==> src/rtl/rf_write_arbiter_pkg.sv <==
// Shared types for the register-file write arbiter: write record, arbiter
// state encoding and default widths.
package rf_write_arbiter_pkg;

    localparam int unsigned DW_DEF = 8;
    localparam int unsigned AW_DEF = 3;

    typedef struct packed {
        logic [AW_DEF-1:0] dst;
        logic [DW_DEF-1:0] data;
    } rf_wr_t;

    typedef enum logic [1:0] {
        NORMAL,
        FORCE_EXT,
        DRAIN
    } arb_state_e;

endpackage

==> src/rtl/rf_write_arbiter_skid_fifo.sv <==
// Two-entry FIFO holding Write Back writes displaced by a forced external grant.
// An enqueue into a full FIFO is accepted only when a dequeue frees a slot.
module rf_write_arbiter_skid_fifo
    import rf_write_arbiter_pkg::*;
#(
    parameter type T = rf_wr_t
) (
    input  logic       clk,
    input  logic       rst_n,
    input  logic       enq_i,
    input  T           din_i,
    input  logic       deq_i,
    output T           head_o,
    output logic [1:0] count_o,
    output logic       full_o
);

    T           mem_q [2];
    logic       rd_ptr_q, rd_ptr_d;
    logic [1:0] count_q, count_d;
    logic       wr_ptr;
    logic       enq_ok;
    logic       deq_ok;

    assign full_o  = (count_q == 2'd2);
    assign enq_ok  = enq_i && (!full_o || deq_i);
    assign deq_ok  = deq_i && (count_q != 2'd0);
    // With two slots the free slot is the head itself when empty or full.
    assign wr_ptr  = rd_ptr_q ^ count_q[0];
    assign head_o  = mem_q[rd_ptr_q];
    assign count_o = count_q;

    always_comb begin
        rd_ptr_d = rd_ptr_q ^ deq_ok;
        count_d  = count_q + {1'b0, enq_ok} - {1'b0, deq_ok};
    end

    always_ff @(posedge clk or negedge rst_n) begin
        if (!rst_n) begin
            rd_ptr_q <= 1'b0;
            count_q  <= 2'd0;
        end else begin
            rd_ptr_q <= rd_ptr_d;
            count_q  <= count_d;
        end
    end

    always_ff @(posedge clk) begin
        if (enq_ok) begin
            mem_q[wr_ptr] <= din_i;
        end
    end

endmodule

==> src/rtl/rf_write_arbiter.sv <==
// Arbitrates the single register-file write port between Write Back (never
// refused) and an external valid/ready requester with a bounded grant wait.
module rf_write_arbiter
    import rf_write_arbiter_pkg::*;
#(
    parameter int unsigned DW           = DW_DEF,
    parameter int unsigned AW           = AW_DEF,
    parameter int unsigned STARVE_LIMIT = 4
) (
    input  logic          clk,
    input  logic          rst_n,
    input  logic          wb_wr_en,
    input  logic [AW-1:0] wb_dst,
    input  logic [DW-1:0] wb_data,
    input  logic          ext_valid,
    input  logic [AW-1:0] ext_dst,
    input  logic [DW-1:0] ext_data,
    output logic          ext_ready,
    output logic          rf_wr_en,
    output logic [AW-1:0] rf_dst,
    output logic [DW-1:0] rf_data,
    output logic          stall_req,
    output logic          err_overflow
);

    localparam int unsigned SW = (STARVE_LIMIT > 1) ? $clog2(STARVE_LIMIT) : 1;
    localparam logic [SW-1:0] LIMIT_M1 = SW'(STARVE_LIMIT - 1);

    typedef struct packed {
        logic [AW-1:0] dst;
        logic [DW-1:0] data;
    } wr_t;

    arb_state_e    state_q, state_d;
    logic [SW-1:0] starve_q, starve_d;
    logic          rf_wr_en_q, rf_wr_en_d;
    wr_t           rf_q, rf_d;
    logic          ovf_q, ovf_d;

    wr_t           wb_req, ext_req;
    wr_t           fifo_head;
    logic [1:0]    fifo_count;
    logic          fifo_full;
    logic          fifo_enq;
    logic          sel_buf, sel_wb, sel_ext;
    logic          enq_drop;
    logic [1:0]    count_next;
    logic          hit;

    assign wb_req  = '{dst: wb_dst, data: wb_data};
    assign ext_req = '{dst: ext_dst, data: ext_data};
    // Saturating counter: reaching LIMIT-1 means the next ungranted cycle forces.
    assign hit     = (starve_q == LIMIT_M1);

    rf_write_arbiter_skid_fifo #(
        .T (wr_t)
    ) u_fifo (
        .clk     (clk),
        .rst_n   (rst_n),
        .enq_i   (fifo_enq),
        .din_i   (wb_req),
        .deq_i   (sel_buf),
        .head_o  (fifo_head),
        .count_o (fifo_count),
        .full_o  (fifo_full)
    );

    always_comb begin
        sel_buf    = 1'b0;
        sel_wb     = 1'b0;
        sel_ext    = 1'b0;
        fifo_enq   = 1'b0;
        starve_d   = starve_q;
        state_d    = state_q;
        rf_wr_en_d = 1'b0;
        rf_d       = rf_q;
        ovf_d      = ovf_q;

        if (state_q == FORCE_EXT && ext_valid) begin
            sel_ext  = 1'b1;
            fifo_enq = wb_wr_en;
        end else if (fifo_count != 2'd0) begin
            sel_buf  = 1'b1;
            fifo_enq = wb_wr_en;
        end else if (wb_wr_en) begin
            sel_wb = 1'b1;
        end else if (ext_valid) begin
            sel_ext = 1'b1;
        end

        enq_drop   = fifo_enq && fifo_full && !sel_buf;
        count_next = fifo_count - {1'b0, sel_buf} + {1'b0, fifo_enq && !enq_drop};

        if (state_q == FORCE_EXT || sel_ext) begin
            starve_d = '0;
        end else if (ext_valid && !hit) begin
            starve_d = starve_q + 1'b1;
        end

        if (state_q != FORCE_EXT && ext_valid && !sel_ext && hit && count_next == 2'd0) begin
            state_d = FORCE_EXT;
        end else if (count_next != 2'd0) begin
            state_d = DRAIN;
        end else begin
            state_d = NORMAL;
        end

        rf_wr_en_d = sel_buf || sel_wb || sel_ext;
        if (sel_buf) begin
            rf_d = fifo_head;
        end else if (sel_wb) begin
            rf_d = wb_req;
        end else if (sel_ext) begin
            rf_d = ext_req;
        end

        if (enq_drop) begin
            ovf_d = 1'b1;
        end
    end

    always_ff @(posedge clk or negedge rst_n) begin
        if (!rst_n) begin
            state_q    <= NORMAL;
            starve_q   <= '0;
            rf_wr_en_q <= 1'b0;
            rf_q       <= '0;
            ovf_q      <= 1'b0;
        end else begin
            state_q    <= state_d;
            starve_q   <= starve_d;
            rf_wr_en_q <= rf_wr_en_d;
            rf_q       <= rf_d;
            ovf_q      <= ovf_d;
        end
    end

    // Combinational outputs are masked during reset so the idle state grants nothing.
    assign ext_ready    = rst_n && sel_ext;
    assign stall_req    = rst_n && ((fifo_count != 2'd0) || (state_q == FORCE_EXT) ||
                                    (state_q != FORCE_EXT && ext_valid && hit));
    assign rf_wr_en     = rf_wr_en_q;
    assign rf_dst       = rf_q.dst;
    assign rf_data      = rf_q.data;
    assign err_overflow = ovf_q;

endmodule

==> config.mk <==
export PLATFORM = sky130hd
export DESIGN_NAME = rf_write_arbiter
export DESIGN_NICKNAME = d
export VERILOG_FILES = /design/src/rtl/rf_write_arbiter_pkg.sv /design/src/rtl/rf_write_arbiter_skid_fifo.sv /design/src/rtl/rf_write_arbiter.sv
export SDC_FILE = /design/constraint.sdc
export NUM_CORES = 1
export LEC_CHECK = 0
export CORE_ASPECT_RATIO = 0.9
export CORE_UTILIZATION = 40
export CTS_CLUSTER_SIZE = 24
export DETAILED_ROUTE_END_ITERATION = 16
export GPL_TIMING_DRIVEN = 0
export HOLD_SLACK_MARGIN = 0.1
export SKIP_CTS_REPAIR_TIMING = 1
export SLEW_MARGIN = 20
export SYNTH_ARGS = -nofsm -noshare
export SYNTH_HDL_FRONTEND = slang
export SYNTH_SLANG_ARGS = --single-unit
==> constraint.sdc <==
create_clock -name clk -period 2.71 [get_ports clk]
set_input_delay 0.6775 -clock clk [delete_from_list [all_inputs] [get_ports clk]]
set_output_delay 0.6775 -clock clk [all_outputs]
set_load 0.05 [all_outputs]
Yosys cells after proc, flatten, opt, wreduce, memory -nomap -nowiden

Memory sizes are Yosys's and may differ from the RTL's.
Cells that the tools add are included.

Muxes and demuxes: 20
Add/subtract/negate cells: 5
Multiply operators: 0
Shift-type cells: 0
Eq/ne operators: 4
Bitwise operators: 2
Div/mod/pow operators: 0
Reductions and logical operators: 30
Magnitude comparators: 0

Operators by type and width:

| cell                                                                     | count |
|---|---|
| 11-bit 2-to-1 mux                                                        | 3 |
| 1-bit logical AND                                                        | 14 |
| 1-bit 2-to-1 mux                                                         | 13 |
| 2-bit 2-to-1 mux                                                         | 4 |
| 1-bit logical OR                                                         | 6 |
| 2-bit nonzero test                                                       | 3 |
| 1-bit zero test                                                          | 5 |
| 2-bit by 1-bit adder with 2-bit output                                   | 2 |
| 2-bit == test (second input constant)                                    | 2 |
| 2-bit by 1-bit subtractor with 2-bit output                              | 2 |
| 3-bit nonzero test                                                       | 1 |
| 2-bit by 1-bit adder with 2-bit output (second input constant)           | 1 |
| 2-bit by 1-bit == test with 1-bit output (second input constant)         | 1 |
| 2-bit zero test                                                          | 1 |
| 2-bit by 1-bit inequality test with 1-bit output (second input constant) | 1 |
| 1-bit XOR                                                                | 2 |

Register bits after elaboration: 20
ROM bits: 0
Memories: 1
Word-level logic and storage cells: 70
Bits in latches: 0
Output and inout port bits: 15
Bits in writable memories: 22
Bits of input ports: 26

Memories:

| name         | depth | width | rd ports | clocked after memory_dff | wr ports | line                             | source |
|---|---|---|---|---|---|---|---|
| u_fifo.mem_q | 2     | 11    | 1        | 0                        | 1        | rf_write_arbiter_skid_fifo.sv:18 | `T mem_q [2];` |

Longest topological paths before layout

Gate-level depths: netlist (run 1).

Depth in word-level cells: 11
Mapped depth: 11
Gate-level depth less buffers: 8

Modules after synthesis

From an unflattened synthesis (run 1), not the netlist that was laid out.

Cell total of the unflattened synthesis: 185
Area, all modules: 2062.0 µm²

Modules (own cells, without submodules):

| module                     | cells an instance | area each (µm²) | instances | seq. area each (µm²) |
|---|---|---|---|---|
| rf_write_arbiter_skid_fifo | 55                | 1039.7          | 1         | 735.7 |
| rf_write_arbiter           | 130               | 1022.2          | 1         | 425.4 |

Least setup slack after synthesis (run 1)

No wires, ideal clock.

Path kind: input-to-reg
Start: input ext_valid
End: memory u_fifo.mem_q[0][0] (netlist bit) (enable)
Cell stages on the path: 5
Path slack: 0.049 ns
Arrival: 2.264 ns
Data required time: 2.313 ns
Buffers on the path: 2
Library setup time: 0.397 ns
Path through: buf_4 and3b_1 buf_4 xnor2_1 a211oi_1

Cells in the longest elaborated chain, start to end: 6
Elaborated cells on any way between the ends: 7
Classes of those cells: 4 x mux; 3 x reduce/logical

RTL lines:

| element                                  | line                             | source |
|---|---|---|
| from (decl)                              | rf_write_arbiter.sv:15           | `input logic ext_valid,` |
| 1-bit logical AND *                      | rf_write_arbiter.sv:79           | `if (state_q == FORCE_EXT && ext_valid) begin` |
| 1-bit 2-to-1 mux                         | rf_write_arbiter.sv:79           |  |
| 1-bit logical OR                         | rf_write_arbiter_skid_fifo.sv:26 | `assign enq_ok = enq_i && (!full_o \|\| deq_i);` |
| 1-bit logical AND *                      | rf_write_arbiter_skid_fifo.sv:26 |  |
| 1-bit 2-to-1 mux *                       | rf_write_arbiter_skid_fifo.sv:49 | `if (enq_ok) begin` |
| 1-bit 2-to-1 mux (not written as such) * | rf_write_arbiter_skid_fifo.sv:50 | `mem_q[wr_ptr] <= din_i;` |
| to (decl)                                | rf_write_arbiter_skid_fifo.sv:18 |  |

Mark *: on every way between the ends. The rest lies on a longest branch, timed or not.

Final worst setup path (run 1)

Start: input wb_wr_en
End: output ext_ready

Cells in the longest elaborated chain, start to end: 4

RTL lines:

| element           | line                    | source |
|---|---|---|
| from (decl)       | rf_write_arbiter.sv:12  | `input logic wb_wr_en,` |
| 1-bit 2-to-1 mux  | rf_write_arbiter.sv:85  | `end else if (wb_wr_en) begin` |
| 1-bit 2-to-1 mux  | rf_write_arbiter.sv:82  | `end else if (fifo_count != 2'd0) begin` |
| 1-bit 2-to-1 mux  | rf_write_arbiter.sv:79  |  |
| 1-bit logical AND | rf_write_arbiter.sv:139 | `assign ext_ready = rst_n && sel_ext;` |
| to (decl)         | rf_write_arbiter.sv:18  | `output logic ext_ready,` |

Every way passes these cells.

==> reports/metrics.csv, run 1 <==
stage,metric,value,unit
place,gpl congestion,0.809,
final_layout,fillers,470,
timing,Hold Worst Slack,0.300,ns
logic_synthesis,Yosys cell types,31,
critical_path,reg2reg start,u_fifo.count_o[0],
final_layout,area growth from synthesis to layout,26.6,%
final_layout,NumNets Final,254,
critical_path,r2r setup slk,0.49,ns
timing,Highest Clock Rate,0.381,GHz
timing,fin crit period,2.63,ns
logic_synthesis,Ys Warns,0,
critical_path,slowest cell delay on critical path,0.55,ns
final_layout,Final Core Density,0.532,
power,P per Cell Area,1110,mW/mm^2
place,HPWL Detailed,3790,um
routing,Detail Route Antenna Nets,0,
critical_path,WP buf/inv,2,
logic_synthesis,#FFs+latches synth,42,
final_layout,Multi-input gate area,930,um^2
critical_path,Worst path top cell family by delay,buffers and inverters,
clock_tree,Clock Latency Late Sink,0.29,ns
timing,Fin Setup TNS,0,ns
floorplan,Site Rows,25,
routing,DRC Markers,0,
final_layout,highest-count cells in the layout ignoring fill and taps,"clkdlybuf4s50_1 (36), edfxtp_1 (22), dfrtp_1 (20)",
run,Max Cap Violations,0,
power,LEAKAGE,1.08,nW
critical_path,Critical Path Source Type,input pin,
routing,wire length on met3,234,um
routing,Max Used Layer,met4,
logic_synthesis,Synth Cell Area,0.00222,mm^2
critical_path,R2R cell count,8,
routing,vias,1590,
critical_path,crit path kind,input pin to primary output,
critical_path,CP required,2.03,ns
logic_synthesis,Cells after Synth,176,
routing,routed wire length,5330,um
global_route,total gr overflow,0,
clock_tree,TritonCTS Buffers,5,
critical_path,Critical Path AT,1.95,ns
routing,WL per Instance,18.3,um
floorplan,number of top-level pins,41,
floorplan,Die ar.,0.00585,mm^2
routing,met1 wire length,2290,um
floorplan,Initial Util,0.420,
clock_tree,Clock Sinks,42,
final_layout,"commonest non-fill, non-tap cell in the layout",clkdlybuf4s50_1,
place,quantity of I/O buffers inserted on ports,39,
clock_tree,clk buf depth,2,
clock_tree,H-tree levels,2,
timing,Final Hold Fails,0,
critical_path,Worst Path Max Fanout,9,
routing,metal2 WL,2770,um
timing,max-slew violations,0,
timing,Worst Max-Slew Pin Slew,0.613,ns
min_path,Worst Hold Class,input pin to asynchronous set/reset pin,
routing,drt pass-1 iters,4,
global_route,initial antenna violation count,0,
power,"Power, Total",3.11,mW
status,status,completed,
final_layout,layout cell share with drive strength beyond 1,0.170,
timing,Final Setup Violations,0,
power,VDD IR max,0.409,mV
final_layout,Register Area,0.00116,mm^2
timing,Worst Skew,0.00843,ns
logic_synthesis,"Seq/Total Area, Yosys",0.523,
logic_synthesis,syn nets,207,
global_route,number of global-route vias before repair,1723,
critical_path,CP cell instances,clkdlybuf4s50_1 -> nor3_2 -> a21oi_1 -> nor2_1 -> buf_2,
critical_path,Crit-path slowest cell,clkdlybuf4s50_1,
timing,Rel. slew slack,0.588,
timing,RSZ-0062 raised after global routing,true,
critical_path,CP Capture Type,primary output,
floorplan,die height,72.7,um
routing,initial detailed-routing violation count,65,
routing,Vias/cell,5.46,
critical_path,FF-to-FF End,state_q[0],
logic_synthesis,Post-Syn Area per Cell,12.6,um^2
final_layout,ant diodes,0,
floorplan,core area,0.00529,mm^2
clock_tree,clock slew at reported path FFs,0.08,ns
floorplan,die span in x,80.5,um
clock_tree,CTS tree,built,
timing,crit share post-route,0.969,
global_route,largest net degree at the start of global routing,22,
clock_tree,CTS root buffer,clkbuf_8,
global_route,first-pass GRT wire length,8490,um
global_route,GR Util All Layers,0.201,
cells in the mapped netlist:
cell / count / area share
nand2_1: 3 / 0.0051
a311oi_1: 11 / 0.043
ha_1: 5 / 0.028
xnor3_1: 1 / 0.010
buf_4: 3 / 0.010
edfxtp_1: 22 / 0.30
xnor2_1: 3 / 0.012
or2_0: 1 / 0.0028
mux2_2: 11 / 0.056
clkbuf_1: 3 / 0.0051
or4b_1: 10 / 0.045
buf_2: 4 / 0.0090
nor3_1: 2 / 0.0045
inv_1: 16 / 0.027
and3b_1: 1 / 0.0039
nand2b_1: 14 / 0.039
a211oi_1: 1 / 0.0034
nor2_1: 3 / 0.0051
a41o_1: 1 / 0.0045
xor2_1: 2 / 0.0079
dfrtp_1: 20 / 0.23
or4b_2: 1 / 0.0045
or4_4: 1 / 0.0051
o32ai_1: 11 / 0.043
mux2i_1: 12 / 0.054
o21bai_1: 1 / 0.0034
buf_6: 4 / 0.020
a31oi_1: 1 / 0.0028
a21bo_1: 1 / 0.0045
a21oi_1: 5 / 0.011
nor2_2: 2 / 0.0056
final cells by class:
| type | instances | share of cell area |
|---|---|---|
| repair buffers | 40 | 0.141 |
| multi-input cells | 104 | 0.331 |
| flip-flops and latches | 42 | 0.413 |
| plain buffers | 14 | 0.0352 |
| inverters | 16 | 0.0214 |
| clock buffers | 6 | 0.0258 |
| clock inverters | 2 | 0.00312 |
| well taps | 67 | 0.0298 |
logic make-up (layout without fill, tap and decap cells):
| kind of cell | after synthesis | in the layout | synth area share |
|---|---|---|---|
| AND/OR/NAND/NOR | 38 | 38 | 0.121 |
| AO/OA/AOI/OAI | 32 | 32 | 0.117 |
| XOR/XNOR | 6 | 6 | 0.0299 |
| multiplexers | 23 | 23 | 0.110 |
| adder cells (fa/ha/maj) | 5 | 5 | 0.0282 |
| flip-flops | 42 | 42 | 0.523 |
| buffers and inverters | 30 | 78 | 0.0715 |
per-layer routing:
| layer | vias up | GRT usage |
|---|---|---|
| li1 | 761 | - |
| met1 | 786 | 0.238 |
| met2 | 38 | 0.363 |
| met5 | - | 0 |
| met3 | 5 | 0.0425 |
| met4 | 0 | 0.0615 |
worst max-delay path by stage:
stage              start                  to  slack, ns  cells after the start
6_report        wb_wr_en           ext_ready       0.08                      5
4_1_cts            rst_n           stall_req      -1.02                      4
3_5_place_dp       rst_n           stall_req      -1.02                      4
2_1_floorplan  ext_valid  u_fifo.mem_q[0][0]       0.05                      5
3_3_place_gp    wb_wr_en  u_fifo.mem_q[0][0]      -1.07                      4
5_1_grt         wb_wr_en           ext_ready      0.009                      5
power breakdown:
part	switching (mW)	internal, mW
sequential	0.116	0.956
clock	0.195	0.177
combinational	0.977	0.687
stage by stage:
stage / setup slack [ns] / cell area (um^2) / cells
after floorplan: 0.0489 / 2220 / 176
after global placement: -1.07 / 2700 / 282
after global routing: 0.00888 / 2810 / 291
final: 0.0840 / 2810 / 291
after detailed placement: -1.02 / 2720 / 283
after CTS: -1.02 / 2800 / 291
registers in the layout, summed over array words and instances, names as in the netlist:
name / count
rf_dst: 3
state_q: 2
u_fifo.count_o: 2
u_fifo.mem_q: 22
err_overflow: 1
starve_q: 2
u_fifo.rd_ptr_q: 1
rf_data: 8
rf_wr_en: 1
worst register-to-register path: cells and delay by family (launching register included):
family	cells	cell delay [ns]
buffers and inverters	3	0.70
XOR/XNOR	1	0.19
flip-flops	1	0.47
AND/OR/NAND/NOR	2	0.24
adder cells (fa/ha/maj)	2	0.54
Power figures use the tool's default switching activity.
==> run 2, diff against run 1 <==
Settings changed: CORE_MARGIN set to 2.
==> reports/metrics.csv, run 2 (same netlist as run 1, synthesis figures left out) <==
stage,metric,value,unit,change
final_layout,layout cell share with drive strength beyond 1,0.170,,unchanged
clock_tree,Clock Latency Late Sink,0.30,ns,about the same
global_route,total gr overflow,0,,unchanged
power,sequential group share of total power,0.335,,-0.010
clock_tree,CTS root buffer,clkbuf_8,,
run,Max Cap Violations,0,,unchanged
final_layout,highest-count cells in the layout ignoring fill and taps,"clkdlybuf4s50_1 (36), edfxtp_1 (22), dfrtp_1 (20)",,
final_layout,NumNets Final,254,,unchanged
floorplan,die span in x,82.5,um,+2.5%
final_layout,ant diodes,0,,unchanged
floorplan,core area,0.00532,mm^2,+0.59%
final_layout,"commonest non-fill, non-tap cell in the layout",clkdlybuf4s50_1,,
floorplan,Site Rows,25,,unchanged
timing,max-slew violations,0,,unchanged
global_route,initial antenna violation count,0,,unchanged
final_layout,Largest register FFs,22,,unchanged
clock_tree,clk buf depth,2,,unchanged
power,sw power,1.28,mW,-0.41%
timing,Final Hold Fails,0,,unchanged
routing,Vias/cell,5.40,,-1.1%
timing,Final Setup Violations,1,,+1
power,VDD IR max,0.600,mV,+47%
status,violated checks,setup timing,,
global_route,number of global-route vias before repair,1698,,-1.5%
routing,WL per Instance,18.5,um,+1.2%
critical_path,CP Capture Type,primary output,,
routing,initial detailed-routing violation count,94,,+45%
power,clock network power share,0.161,,+0.041
clock_tree,Clock Sinks,42,,unchanged
routing,routed wire length,5390,um,+1.2%
global_route,first-pass GRT wire length,8740,um,+3.0%
timing,Rel. slew slack,0.615,,+0.0267
final_layout,area growth from synthesis to layout,27.4,%,
critical_path,Worst Path Max Fanout,9,,unchanged
power,P_int,1.93,mW,+5.8%
routing,DRC Markers,0,,unchanged
status,status,"finished, violations left",,
routing,Detail Route Antenna Nets,0,,unchanged
critical_path,CP required,2.03,ns,about the same
clock_tree,clock slew at reported path FFs,0.08,ns,about the same
final_layout,Multi-input gate area,917,um^2,-1.3%
timing,RSZ-0062 raised after global routing,true,,
final_layout,fillers,489,,+4.0%
timing,fin crit period,2.81,ns,+0.185 ns
timing,crit share post-route,1.04,,+0.0684
power,P per Cell Area,1130,mW/mm^2,+2.5%
timing,final setup margin,-0.101,ns,-0.185 ns
timing,Worst Skew,0.00812,ns,-0.000303 ns
clock_tree,H-tree levels,2,,unchanged
place,gpl congestion,0.768,,-5.1%
global_route,GR Util All Layers,0.197,,-0.00369
final_layout,Register Area,0.00116,mm^2,unchanged
timing,Worst Max-Slew Pin Slew,0.578,ns,-0.0357 ns
final_layout,Final Core Density,0.532,,about the same
routing,drt pass-1 iters,4,,unchanged
clock_tree,TritonCTS Buffers,5,,unchanged
place,HPWL Detailed,3820,um,+0.66%
power,"Power, Total",3.21,mW,+3.2%
final_layout,Top reg by flops,u_fifo.mem_q,,
min_path,Worst Hold Class,input pin to asynchronous set/reset pin,,
routing,vias,1572,,-1.1%
place,quantity of I/O buffers inserted on ports,39,,unchanged
critical_path,Critical Path AT,2.13,ns,+0.18 ns
critical_path,Critical Path Source Type,input pin,,
clock_tree,CTS tree,built,,
power,Sw Share,0.400,,-0.0145
floorplan,number of top-level pins,41,,unchanged
critical_path,crit path kind,input pin to primary output,,
power,Comb pwr share,0.504,,-0.031
global_route,largest net degree at the start of global routing,22,,unchanged
power,LEAKAGE,1.10,nW,+1.1%
floorplan,die height,74.7,um,+2.8%
timing,Highest Clock Rate,0.356,GHz,-6.6%
floorplan,Die ar.,0.00617,mm^2,+5.3%
floorplan,Initial Util,0.418,,-0.00247
[run 2: layer usage]
layer / routed length [um] / global-route usage / vias up
li1: - / - / 754
met1: 2370 / 0.263 / 764
met2: 2670 / 0.332 / 45
met3: 293 / 0.0396 / 9
met4: 60 / 0.0546 / 0
met5: 0 / 0 / -
[run 2: worst paths after layout]
check                                  startpoint                 to  slack, ns  cells past startpoint
worst max-delay path                     wb_wr_en          ext_ready      -0.10                      5
worst min register to register       err_overflow       err_overflow       0.48                      1
worst min-delay path                        rst_n  u_fifo.count_o[0]       0.29                      1
max in group asynchronous                   rst_n         rf_data[6]       2.17                      1
min in group clk                     err_overflow       err_overflow       0.48                      1
worst max register to register  u_fifo.count_o[0]         state_q[0]       0.44                      8
[run 2: metrics by stage]
step / hold slack (ns) / setup TNS, ns / setup slack (ns) / cells / cell area (um^2)
after floorplan: 0.382 / 0 / 0.0489 / 176 / 2220
after detailed placement: 0.462 / -6.34 / -1.03 / 283 / 2710
after global placement: 0.456 / -21.63 / -1.20 / 282 / 2700
after global routing: 0.306 / -0.468 / -0.151 / 291 / 2830
after CTS: 0.485 / -2.02 / -1.03 / 291 / 2830
final: 0.291 / -0.101 / -0.101 / 291 / 2830
[run 2: power groups by stage]
stage | Combinational, mW | Clock [mW] | Sequential, mW
after floorplan | 0.823 | 0 | 1.37
after global placement | 1.57 | 0 | 1.08
after detailed placement | 1.62 | 0 | 1.09
after CTS | 1.63 | 0.526 | 1.08
after global routing | 1.76 | 0.547 | 1.10
final | 1.62 | 0.517 | 1.07
[run 2: cell type report]
type | count | area share
Clock inverter | 1 | 0.0106
Inverter | 16 | 0.0212
Buffer | 14 | 0.0349
Multi-Input combinational cell | 104 | 0.324
Clock buffer | 7 | 0.0305
Sequential cell | 42 | 0.410
Timing Repair Buffer | 40 | 0.139
Tap cell | 67 | 0.0296
[run 2: critical path, cell delays in order]
cell,delay (ns)
clkdlybuf4s50_1,0.55
nor3_1,0.35
a21oi_1,0.13
nor2_1,0.13
clkbuf_2,0.29
